`src/rtl/mpu_eth_pkg.sv`:
```
// Shared types and constants for the MPU Ethernet receive path.
package mpu_eth_pkg;

    typedef enum logic [2:0] {
        IDLE,
        HDR1,
        HDR2,
        HDR3,
        PAYLOAD,
        DROP
    } rx_state_t;

    // Word offsets within a shift16-padded Ethernet header
    localparam int HDR_DST_HI_WORD = 0;
    localparam int HDR_DST_LO_WORD = 1;
    localparam int HDR_SRC_WORD    = 2;
    localparam int HDR_TYPE_WORD   = 3;
    localparam int PAYLOAD_WORD    = 4;

    localparam logic [47:0] BROADCAST_MAC = 48'hFFFF_FFFF_FFFF;
    localparam logic [15:0] DEF_ETHERTYPE = 16'h88B5;

endpackage

```
`src/rtl/mpu_sat_counter.sv`:
```
// Saturating event counter: holds at all-ones instead of wrapping.
module mpu_sat_counter #(
    parameter int W = 16
) (
    input  logic         clk,
    input  logic         reset_n,
    input  logic         inc,
    output logic [W-1:0] count
);

    always_ff @(posedge clk or negedge reset_n) begin
        if (!reset_n)
            count <= '0;
        else if (inc && (count != {W{1'b1}}))
            count <= count + 1'b1;
    end

endmodule

```
`src/rtl/mpu_rx_frame_parser.sv`:
```
// Filters MAC receive frames by destination/EtherType, strips the padded
// header and forwards the word-aligned payload through a one-deep output register.
module mpu_rx_frame_parser #(
    parameter int          STAT_W        = 16,
    parameter logic [15:0] DEF_ETHERTYPE = mpu_eth_pkg::DEF_ETHERTYPE
) (
    input  logic              clk,
    input  logic              reset_n,
    input  logic [31:0]       rx_data,
    input  logic              rx_valid,
    input  logic              rx_sop,
    input  logic              rx_eop,
    input  logic [1:0]        rx_empty,
    input  logic [5:0]        rx_err,
    output logic              rx_ready,
    input  logic [47:0]       cfg_mac_addr,
    input  logic [15:0]       cfg_ethertype,
    input  logic              cfg_promisc,
    output logic [31:0]       out_data,
    output logic              out_valid,
    input  logic              out_ready,
    output logic              out_sop,
    output logic              out_eop,
    output logic [1:0]        out_empty,
    output logic              out_err,
    output logic [STAT_W-1:0] stat_accepted,
    output logic [STAT_W-1:0] stat_filtered,
    output logic [STAT_W-1:0] stat_errored
);

    import mpu_eth_pkg::*;

    rx_state_t   state;
    logic [15:0] dst_hi;
    logic [31:0] dst_lo;
    logic [15:0] type_shadow;
    logic        first_pending;
    logic        out_free, xfer, sop_abort, match;
    logic        inc_acc, inc_filt, inc_err;

    always_comb begin
        out_free = ~out_valid | out_ready;
        rx_ready = 1'b1;
        // A sop inside a payload is held off until the abort beat is out
        if (state == PAYLOAD)
            rx_ready = out_free & ~(rx_valid & rx_sop);
        xfer      = rx_valid & rx_ready;
        sop_abort = (state == PAYLOAD) & rx_valid & rx_sop & out_free;
        match     = (({dst_hi, dst_lo} == cfg_mac_addr) |
                     ({dst_hi, dst_lo} == BROADCAST_MAC) | cfg_promisc) &
                    (rx_data[15:0] == type_shadow);

        inc_acc  = 1'b0;
        inc_filt = 1'b0;
        inc_err  = 1'b0;
        unique case (state)
            IDLE:       inc_filt = xfer & rx_sop & rx_eop;
            HDR1, HDR2: inc_filt = xfer & (rx_sop | rx_eop);
            HDR3:       inc_filt = xfer & (rx_sop | rx_eop | ~match);
            PAYLOAD: begin
                inc_acc = xfer & rx_eop & ~(|rx_err);
                inc_err = sop_abort | (xfer & rx_eop & (|rx_err));
            end
            DROP:       inc_filt = xfer & rx_sop;
            default:    ;
        endcase
    end

    always_ff @(posedge clk or negedge reset_n) begin
        if (!reset_n) begin
            state         <= IDLE;
            dst_hi        <= '0;
            dst_lo        <= '0;
            type_shadow   <= DEF_ETHERTYPE;
            first_pending <= 1'b0;
            out_data      <= '0;
            out_valid     <= 1'b0;
            out_sop       <= 1'b0;
            out_eop       <= 1'b0;
            out_empty     <= '0;
            out_err       <= 1'b0;
        end else begin
            type_shadow <= cfg_ethertype;
            if (out_valid && out_ready)
                out_valid <= 1'b0;

            unique case (state)
                IDLE: begin
                    if (xfer && rx_sop && !rx_eop) begin
                        dst_hi <= rx_data[15:0];
                        state  <= HDR1;
                    end
                end
                HDR1, HDR2, HDR3, DROP: begin
                    if (xfer) begin
                        if (rx_sop && !rx_eop) begin
                            dst_hi <= rx_data[15:0];
                            state  <= HDR1;
                        end else if (rx_eop) begin
                            state <= IDLE;
                        end else if (state == HDR1) begin
                            dst_lo <= rx_data;
                            state  <= HDR2;
                        end else if (state == HDR2) begin
                            state <= HDR3;
                        end else if (state == HDR3) begin
                            state         <= match ? PAYLOAD : DROP;
                            first_pending <= 1'b1;
                        end
                    end
                end
                PAYLOAD: begin
                    if (sop_abort) begin
                        out_valid <= 1'b1;
                        out_data  <= '0;
                        out_sop   <= 1'b0;
                        out_eop   <= 1'b1;
                        out_empty <= '0;
                        out_err   <= 1'b1;
                        state     <= IDLE;
                    end else if (xfer) begin
                        out_valid     <= 1'b1;
                        out_data      <= rx_data;
                        out_sop       <= first_pending;
                        out_eop       <= rx_eop;
                        out_empty     <= rx_eop ? rx_empty : 2'b00;
                        out_err       <= rx_eop & (|rx_err);
                        first_pending <= 1'b0;
                        if (rx_eop)
                            state <= IDLE;
                    end
                end
                default: state <= IDLE;
            endcase
        end
    end

    mpu_sat_counter #(.W(STAT_W)) u_cnt_acc (
        .clk(clk), .reset_n(reset_n), .inc(inc_acc),  .count(stat_accepted)
    );
    mpu_sat_counter #(.W(STAT_W)) u_cnt_filt (
        .clk(clk), .reset_n(reset_n), .inc(inc_filt), .count(stat_filtered)
    );
    mpu_sat_counter #(.W(STAT_W)) u_cnt_err (
        .clk(clk), .reset_n(reset_n), .inc(inc_err),  .count(stat_errored)
    );

endmodule

```
`config.mk`:
```
export PLATFORM = sky130hd
export DESIGN_NAME = mpu_rx_frame_parser
export DESIGN_NICKNAME = d
export VERILOG_FILES = /design/src/rtl/mpu_eth_pkg.sv /design/src/rtl/mpu_sat_counter.sv /design/src/rtl/mpu_rx_frame_parser.sv
export SDC_FILE = /design/constraint.sdc
export NUM_CORES = 1
export LEC_CHECK = 0
export CAP_MARGIN = 40
export CORE_UTILIZATION = 44
export DETAILED_ROUTE_END_ITERATION = 10
export PLACE_DENSITY_LB_ADDON = 0.08
export SLEW_MARGIN = 20
export SYNTH_ARGS = -nofsm -noshare
export SYNTH_HDL_FRONTEND = slang
export SYNTH_SLANG_ARGS = --single-unit
```
`constraint.sdc`:
```
create_clock -name clk -period 2.05 [get_ports clk]
set_input_delay 0.205 -clock clk [delete_from_list [all_inputs] [get_ports clk]]
set_output_delay 0.205 -clock clk [all_outputs]
set_load 0.01 [all_outputs]
```
# Word level (Yosys, flattened, before mapping)
# Cells that the tools add are included.
[word_totals]
reg_bits = 154
word_cells = 132
[op_classes]
n_addsub = 3
n_eq_ne = 24
muxes = 44
bitwise = 27
n_reduce_logical = 20
[op_table]
columns = ["op", "n"]
rows = [
  ["32-bit two-way mux", 2],
  ["16-bit by 1-bit adder with 16-bit output, second input constant", 3],
  ["48-bit == test", 1],
  ["48-bit == test, second input constant", 1],
  ["16-bit two-way mux", 3],
  ["16-bit inequality test, second input constant", 3],
  ["16-bit one-hot mux with 2 select lines", 1],
  ["3-bit two-way mux", 10],
  ["1-bit two-way mux", 22],
  ["2-bit inequality test, second input constant", 10],
  ["16-bit == test", 1],
  ["1-bit AND", 15],
  ["5-bit AND reduction", 2],
  ["3-bit one-hot mux with 3 select lines", 1],
  ["9-bit AND reduction", 1],
  ["1-bit logical AND", 7],
  ["3-bit by 2-bit == test with 1-bit output, second input constant", 2],
  ["3-bit == test, second input constant", 2],
  ["2-bit two-way mux", 3],
  ["3-bit inequality test, second input constant", 2],
  ["6-bit inequality test, second input constant", 1],
  ["1-bit NOT", 6],
  ["1-bit OR", 6],
  ["2-bit nonzero test", 3],
  ["10 further kinds", 10],
]

# Depth between registers and ports, before layout
# Gate-level depths: netlist of the first run.
[depth]
word_depth = 12
depth_mapped = 9

# Cells and area by module
# From an unflattened synthesis of the first run, not the netlist that was laid out.
[hier_totals]
cells_unflattened = 659
area_unflattened_um2 = 7413.4
[by_module_without_submodules]
columns = ["mod", "instances", "cells_each", "area_each_um2", "seq_area_each_um2"]
rows = [
  ["mpu_rx_frame_parser", 1, 438, 4887.2, 2661.3],
  ["mpu_sat_counter at u_cnt_err", 1, 77, 884.6, 400.4],
  ["mpu_sat_counter at u_cnt_acc", 1, 72, 859.6, 400.4],
  ["mpu_sat_counter at u_cnt_filt", 1, 72, 782.0, 400.4],
]

# Worst setup path before layout of the first run
# Ideal clock, no wire load.
[synth_path]
kind = "register to register"
startpoint = "register u_cnt_acc.count[6]"
endpoint = "register u_cnt_acc.count[11]"
arrival_time_ns = 1.956
path_slack_ns = -0.031
path_stages_with_launch = 8
path_cell_list = "dfrtp_1 and3_1 and4_1 and3_4 a311oi_4 and4_4 nand4_1 xnor2_1"
[synth_via]
elab_chain_cells = 2
elab_cells_between_ends = 3
classes_between = "add/sub (1); eq/ne (1); reduce/logical (1)"
[synth_rtl]
columns = ["item", "line_no", "rtl"]
rows = [
  ["start: declaration", "mpu_sat_counter.sv:8", "output logic [W-1:0] count"],
  ["start signal: assignment", "mpu_sat_counter.sv:15", "count <= count + 1'b1;"],
  ["parallel branches: the longest is 2 deep, another holds 16-bit by 1-bit adder with 16-bit output", "--", ""],
]
# Parallel ways; which one is timed is not known.
# A chain may end at the register's enable or synchronous reset.

# Worst setup path after layout of the first run
[layout_path]
startpoint = "register u_cnt_acc.count[8]"
endpoint = "register u_cnt_acc.count[11]"
# Same word-level chain as after synthesis.

==> results_dict.tcl, run 1 <==
set metrics [dict create \
    final.fill_count 1178 \
    ys_types 42 \
    grt_max_degree 58 \
    cts.clk_slew.worst_paths_ns 0.06 \
    clockBufferDepth 2 \
    fin_nets 1029 \
    grt_pass1_vias 5878 \
    synth_sequential_area_ratio_pct 54.92 \
    htreeDepth 4 \
    drt-pass1-iter-count 4 \
    internal_power_mw 7.854 \
    rsz0062_at_grt "yes" \
    grt_overflow_total 0 \
    p_sw_mw 3.299 \
    ant_nets 0 \
    wl_microns 19100 \
    critPathRequiredTime_ns 2.35 \
    switching_share_pct 29.58 \
    routed.top_layer "met4" \
    worstSetupPathType "reg -> reg" \
    drive_above_1_share_pct 22.09 \
    cts_buffers 17 \
    setup_slack_ns -0.009245 \
    cp-end-kind "register" \
    hold_viol 0 \
    period_needed_ns 2.059 \
    finalCoreUtilization_pct 69.10 \
    dp_hpwl_microns 14650 \
    synthArstFlopShare_pct 100.0 \
    slowest_stage "dfrtp_1" \
    hp-class "in -> reg" \
    crit_start "u_cnt_acc.count[8]$_DFFE_PN0P_" \
    insertion_delay_ns 0.42 \
    cp_top_family "simple AND/OR/NAND/NOR gates" \
    die_w_microns 128.4 \
    antenna_cells 0 \
    post_drt_wl_per_cell_microns 16.77 \
    period_share_pct 100.5 \
    path_cells "and3_4 > and4_4 > and3_4 > a311oi_4 > and4_4 > nand4_1 > xnor2_1" \
    die_h_microns 128.4 \
    drt-initial-drc-count 242 \
    synth_area_per_cell_sq_um 11.15 \
    p_comb_share_pct 29.7 \
    rows 45 \
    leakagePower_nw 4.485 \
    crit_cells 7 \
    synth_edf_count 0 \
    coreArea_sq_um 15430 \
    synth_cells 631 \
    ys.flop_type "dfrtp_1" \
    start_util_pct 45.59 \
    area_growth_syn_to_layout_pct 51.57 \
    slew_violations 0 \
    clock-sinks 154 \
    cp_slowest_stage_delay_ns 0.39 \
    status "finished with violations" \
    fin_skew_ns 0.009464 \
    pwr-share-seq_pct 41.0 \
    ir_worst_vdd_mv 0.7269 \
    die_area_sq_um 16490 \
    grt_pass1_wl_microns 30220 \
    drv_cap 0 \
    root_buffer "clkbuf_16" \
    worst_pin_slew_ns 0.5832 \
    io_buffers 197 \
    yosys_register_bits 154 \
    route.met3.wl_microns 1016 \
    via_per_inst 5.040 \
    syn_area_sq_um 7033 \
    ys.warnings.count 0 \
    multi_input_area_sq_um 3177 \
    cts_tree "done" \
    place.gp.congestion 0.8924 \
    clkPwrFrac_pct 29.4 \
    synth_nets 745 \
    fmax_ghz 0.4856 \
    whs_path_depth 1 \
    reg2regPathDepth 7 \
    io_pins 198 \
    wl_met1_microns 8021 \
    violations "setup timing" \
    crit_arrival_ns 2.36 \
    antenna_found_initial 0 \
    crit_fanout 5 \
    max_slew_margin_pct 61.12 \
    drc 0 \
    grt_usage_pct 24.15 \
    met2_length_microns 9690 \
    r2r-start "u_cnt_acc.count[8]$_DFFE_PN0P_" \
    fin_hold_ws_ns 0.1857 \
    route.vias.total 5741 \
    startpoint_type "register" \
    setup_viol 1 \
    p_per_area_nw_per_um2 1046 \
    seq_area_sq_um 3864 \
    cp_num_buf_inv 0 \
    hold_start "cfg_ethertype[15]" \
]
[metal layers]
layer	up-vias	track usage, %
met5	-	0
met4	0	8.720
met3	29	5.655
met2	174	41.43
met1	2776	29.76
li1	2762	-
[flip-flops by register name, summed over array words and instances (netlist names), 3 cells and up]
signal and count:
dst_hi 16, out_data 32, type_shadow 16, u_cnt_acc.count 16
u_cnt_err.count 16, u_cnt_filt.count 16, state 3, dst_lo 32
[path summary, 6_finish.rpt]
check	slack (ns)	end
min reg2reg	0.48	out_data[31]$_DFFE_PN0P_
max reg2reg	-0.009	u_cnt_acc.count[11]$_DFFE_PN0P_
min	0.19	type_shadow[15]$_DFF_PN1_
max	-0.009	u_cnt_acc.count[11]$_DFFE_PN0P_
max in group asynchronous	1.03	state[0]$_DFFE_PN0P_
min in group asynchronous	0.33	u_cnt_err.count[10]$_DFFE_PN0P_
[cell families (layout without fill, tap and decap cells)]
group,count (synthesis),count (layout),synth area share (%)
AND/OR/NAND/NOR,222,222,15.80
multiplexers,51,51,8.166
buffers and inverters,29,325,1.743
XOR/XNOR,108,108,13.45
AO/OA/AOI/OAI,64,65,5.390
adder cells (fa/ha/maj),3,3,0.5338
flip-flops,154,154,54.92
[worst reg2reg max path, cell delays in order (launching register included)]
cell	delay [ns]
dfrtp_1	0.39
and3_4	0.18
and4_4	0.20
and3_4	0.19
a311oi_4	0.39
and4_4	0.34
nand4_1	0.12
xnor2_1	0.14
[synth_stat cells (all sizes together), types with 2 or more instances]
cell      n  area share (%)
nor4     13             1.3
a31oi     4            0.36
a21oi     7            0.50
ha        3            0.53
a21o      2            0.21
and2      3            0.27
dfrtp   147              52
buf       9            0.68
nand3    23             1.6
dfstp     7             2.6
nor3      2            0.21
and4      7            0.91
o21bai    2            0.21
nand4    39             3.5
clkbuf   13            0.69
o21ai    43             3.1
nand2b    2            0.18
xnor2    88              11
inv       7            0.37
and3     13             1.2
nand2   103             5.5
xor2     20             2.5
nor2     14            0.75
mux2     51             8.2
[cells in the final DEF (no fill, tap or decap), types with 4 or more instances in the layout]
cell             count
buf_4               83
nor2_1              13
nand3_1             19
mux2_2              50
xnor2_1             86
clkbuf_16           17
inv_1                6
clkinv_4             4
buf_12               4
nand4_1             39
o21ai_0             42
dfstp_2              7
xor2_1              20
and3_1               9
nand2_1            103
clkdlybuf4s50_1    195
a21oi_1              6
and4_1               5
nor4_1               8
dfrtp_1            146
[power groups by stage]
| stage | clock network [mW] | registers (mW) | logic (mW) |
|---|---|---|---|
| 2_1_floorplan | 0 | 4.64 | 1.42 |
| 3_3_place_gp | 0 | 4.59 | 3.19 |
| 3_5_place_dp | 0 | 4.62 | 3.26 |
| 4_1_cts | 3.34 | 4.58 | 3.33 |
| 5_1_grt | 3.48 | 4.68 | 3.60 |
| 6_report | 3.28 | 4.57 | 3.31 |
[per-stage QoR]
stage | std cells | cell area [sq um] | power (mW) | TNS (ns) | setup slack [ns]
after CTS | 1133 | 10550 | 11.25 | 0 | 0.001512
after global placement | 1097 | 9856 | 7.779 | -9.965 | -0.3602
after global routing | 1139 | 10660 | 11.76 | -1.287 | -0.1025
final | 1139 | 10660 | 11.15 | -0.009245 | -0.009245
after floorplan | 631 | 7047 | 6.060 | -0.009932 | -0.009932
after detailed placement | 1097 | 9856 | 7.876 | -10.58 | -0.3603
[cell type report]
| class | instances | area share [%] |
|---|---|---|
| multi-input combinational | 449 | 29.80 |
| clock buffer | 20 | 4.378 |
| tap | 211 | 2.477 |
| inverter | 7 | 0.2465 |
| clock inverter | 12 | 1.526 |
| sequential | 154 | 36.24 |
| timing repair buffer | 286 | 25.33 |
[what timing repair did]
| action | in CTS | in global routing |
|---|---|---|
| hold buffers | 1 | 0 |
| cloned | 1 | 0 |
| gates resized for setup | 6 | 12 |
| buffers inserted | 2 | 6 |
| pin swaps | 5 | 15 |
| hold endpoints to repair | 52 | 0 |
| endpoints found under the setup margin | 22 | 34 |
Note: power is estimated with default switching activity, not from simulation.
==> run 2, diff against run 1 <==
--- a/config.mk
+++ b/config.mk
@@ -5,7 +5,7 @@
 export SDC_FILE = /design/constraint.sdc
 export NUM_CORES = 1
 export LEC_CHECK = 0
-export CAP_MARGIN = 40
+export CAP_MARGIN = 30
 export CORE_UTILIZATION = 44
 export DETAILED_ROUTE_END_ITERATION = 10
 export PLACE_DENSITY_LB_ADDON = 0.08
==> results of run 2 <==
No change in the layout: final DEF, timing and power equal those of run 1.
==> run 3, diff against run 2 <==
--- a/config.mk
+++ b/config.mk
@@ -13,3 +13,4 @@
 export SYNTH_ARGS = -nofsm -noshare
 export SYNTH_HDL_FRONTEND = slang
 export SYNTH_SLANG_ARGS = --single-unit
+export TNS_END_PERCENT = 30
==> run 3 against run 2 <==
  * The flow now finishes without violations
  * Setup slack gained 0.030 ns
  * Sequential power is essentially flat
  * Count of clock-buffer cells in the layout shrank 2
  * Flip-flop and latch count is the same
  * First-iteration DRC count grew 0.41%
  * Register-to-register slack gained 0.03 ns
  * Highest routed layer unchanged
==> results_dict.tcl, run 3 (synthesis results as in run 1) <==
set metrics [dict create \
    ant_nets 0 \
    die_h_microns 128.4 \
    io_buffers 197 \
    slew_violations 0 \
    grt_max_degree 53 \
    worstSetupPathType "reg -> reg" \
    layout_common_cells "194 x clkdlybuf4s50_1, 145 x dfrtp_1, 103 x nand2_1" \
    status "completed" \
    path_cells "xor2_1 > nor4_1 > buf_4 > nand4_1 > buf_6 > a31oi_4 > o21ai_4 > mux2_2" \
    fin_hold_ws_ns 0.1771 \
    drv_cap 0 \
    drt-pass1-iter-count 5 \
    final.fill_count 1210 \
    via_per_inst 5.025 \
    p_comb_share_pct 29.9 \
    p_sw_mw 3.402 \
    max_slew_margin_pct 65.76 \
    rows 45 \
    wl_microns 18820 \
    fmax_ghz 0.4928 \
    whs_path_depth 1 \
    dp_hpwl_microns 14580 \
    dp_cells 1093 \
    die_area_sq_um 16490 \
    startpoint_type "register" \
    clockBufferDepth 2 \
    leakagePower_nw 4.411 \
    final_common_cell "clkdlybuf4s50_1" \
    rsz0062_at_grt "yes" \
    antenna_cells 0 \
    internal_power_mw 7.424 \
    place.gp.congestion 0.8815 \
    drt-initial-drc-count 243 \
    post_drt_wl_per_cell_microns 16.68 \
    area_growth_syn_to_layout_pct 50.12 \
    period_needed_ns 2.029 \
    stdcell_count 1128 \
    reg.largest.list "dst_lo x32, out_data x32" \
    io_pins 198 \
    cts.clk_slew.worst_paths_ns 0.07 \
    p_per_area_nw_per_um2 1025 \
    insertion_delay_ns 0.43 \
    ir_worst_vdd_mv 0.7141 \
    antenna_found_initial 0 \
    coreArea_sq_um 15430 \
    pwr-share-seq_pct 42.5 \
    rrSetupSlack_ns 0.02 \
    grt_pass1_vias 5795 \
    grt_pass1_wl_microns 29880 \
    switching_share_pct 31.42 \
    hp-class "in -> reg" \
    start_util_pct 45.59 \
    setup_viol 0 \
    critPathRequiredTime_ns 2.36 \
    worst_pin_slew_ns 0.5137 \
    fin_skew_ns 0.01114 \
    fin_nets 1018 \
    route.vias.total 5668 \
    clkPwrFrac_pct 27.6 \
    power.total_mw 10.83 \
    crit_fanout 8 \
    cts_tree "done" \
    root_buffer "clkbuf_16" \
    hold_viol 0 \
    cts_buffers 17 \
    htreeDepth 4 \
    cp-end-kind "register" \
    reg2regPathDepth 8 \
    crit_arrival_ns 2.33 \
    slowest_stage "dfrtp_1" \
    grt_overflow_total 0 \
    period_share_pct 98.98 \
    drive_above_1_share_pct 21.59 \
    die_w_microns 128.4 \
    clock-sinks 154 \
    grt_usage_pct 23.83 \
    cp_slowest_stage_delay_ns 0.39 \
    drc 0 \
]
run 3: cell types whose count changed in the layout (fill, tap and decap cells not counted), sizes merged:
cell,previous run,this run
clkinv,5,2
clkbuf,20,18
dlygate4sd2,0,1
buf,89,78
bufinv,3,0
inv,9,17
clkdlybuf4s50,195,194
run 3: routing by layer:
| metal | track usage, % | wire, microns | vias to the layer above |
|---|---|---|---|
| li1 | - | - | 2749 |
| met1 | 29.96 | 8243 | 2731 |
| met2 | 40.48 | 9249 | 162 |
| met3 | 6.154 | 1015 | 26 |
| met4 | 7.059 | 309 | 0 |
| met5 | 0 | 0 | - |
run 3: layout make-up:
| class | instances | area, sq um | share of cell area (%) |
|---|---|---|---|
| well taps | 211 | 264.0 | 2.501 |
| flip-flops and latches | 154 | 3865 | 36.61 |
| clock buffers | 18 | 439.2 | 4.160 |
| clock inverters | 14 | 123.9 | 1.173 |
| repair buffers | 275 | 2629 | 24.90 |
| inverters | 7 | 26.28 | 0.2489 |
| multi-input cells | 449 | 3211 | 30.41 |
run 3: per-stage QoR:
stage	cell area, sq um	utilization [%]	setup WS (ns)	TNS, ns
floorplan	7039	-	-0.02477	-0.07457
global placement	9831	63.72	-0.3298	-10.03
detailed placement	9831	63.72	-0.4127	-11.84
CTS	10440	67.67	-0.02813	-0.02813
global route	10560	68.43	-0.05667	-0.2450
finish	10560	68.43	0.02093	0
run 3: path summary, 6_finish.rpt:
check,start,endpoint
worst max-delay path,type_shadow[14]$_DFF_PN0_,u_cnt_filt.count[1]$_DFFE_PN0P_
worst min register to register,out_data[23]$_DFFE_PN0P_,out_data[23]$_DFFE_PN0P_
worst max register to register,type_shadow[14]$_DFF_PN0_,u_cnt_filt.count[1]$_DFFE_PN0P_
worst min-delay path,cfg_ethertype[7],type_shadow[7]$_DFF_PN1_
min in group asynchronous,reset_n,u_cnt_err.count[10]$_DFFE_PN0P_
max in group asynchronous,reset_n,type_shadow[4]$_DFF_PN1_
run 3: worst max-delay path, delay by kind of cell (launching register included):
kind | cells | cell delay (ns)
simple gates | 2 | 0.37
buf+inv | 2 | 0.32
xor+xnor | 1 | 0.16
compound gates | 2 | 0.38
flops | 1 | 0.39
mux | 1 | 0.28
run 3: repair_timing:
| item | CTS | global route |
|---|---|---|
| setup endpoints to repair | 21 | 32 |
| hold endpoints to repair | 49 | 0 |
| gates resized for setup | 9 | 19 |
| hold buffers | 1 | 0 |
| buffers inserted | 0 | 3 |
| gates cloned | 0 | 1 |
| pin swaps | 9 | 14 |
run 3: power by group through the flow:
stage | clock network [mW] | logic [mW] | registers (mW)
2_1_floorplan | 0 | 1.42 | 4.64
3_3_place_gp | 0 | 3.14 | 4.62
3_5_place_dp | 0 | 3.20 | 4.65
4_1_cts | 3.05 | 3.23 | 4.61
5_1_grt | 3.19 | 3.53 | 4.72
6_report | 2.99 | 3.24 | 4.60
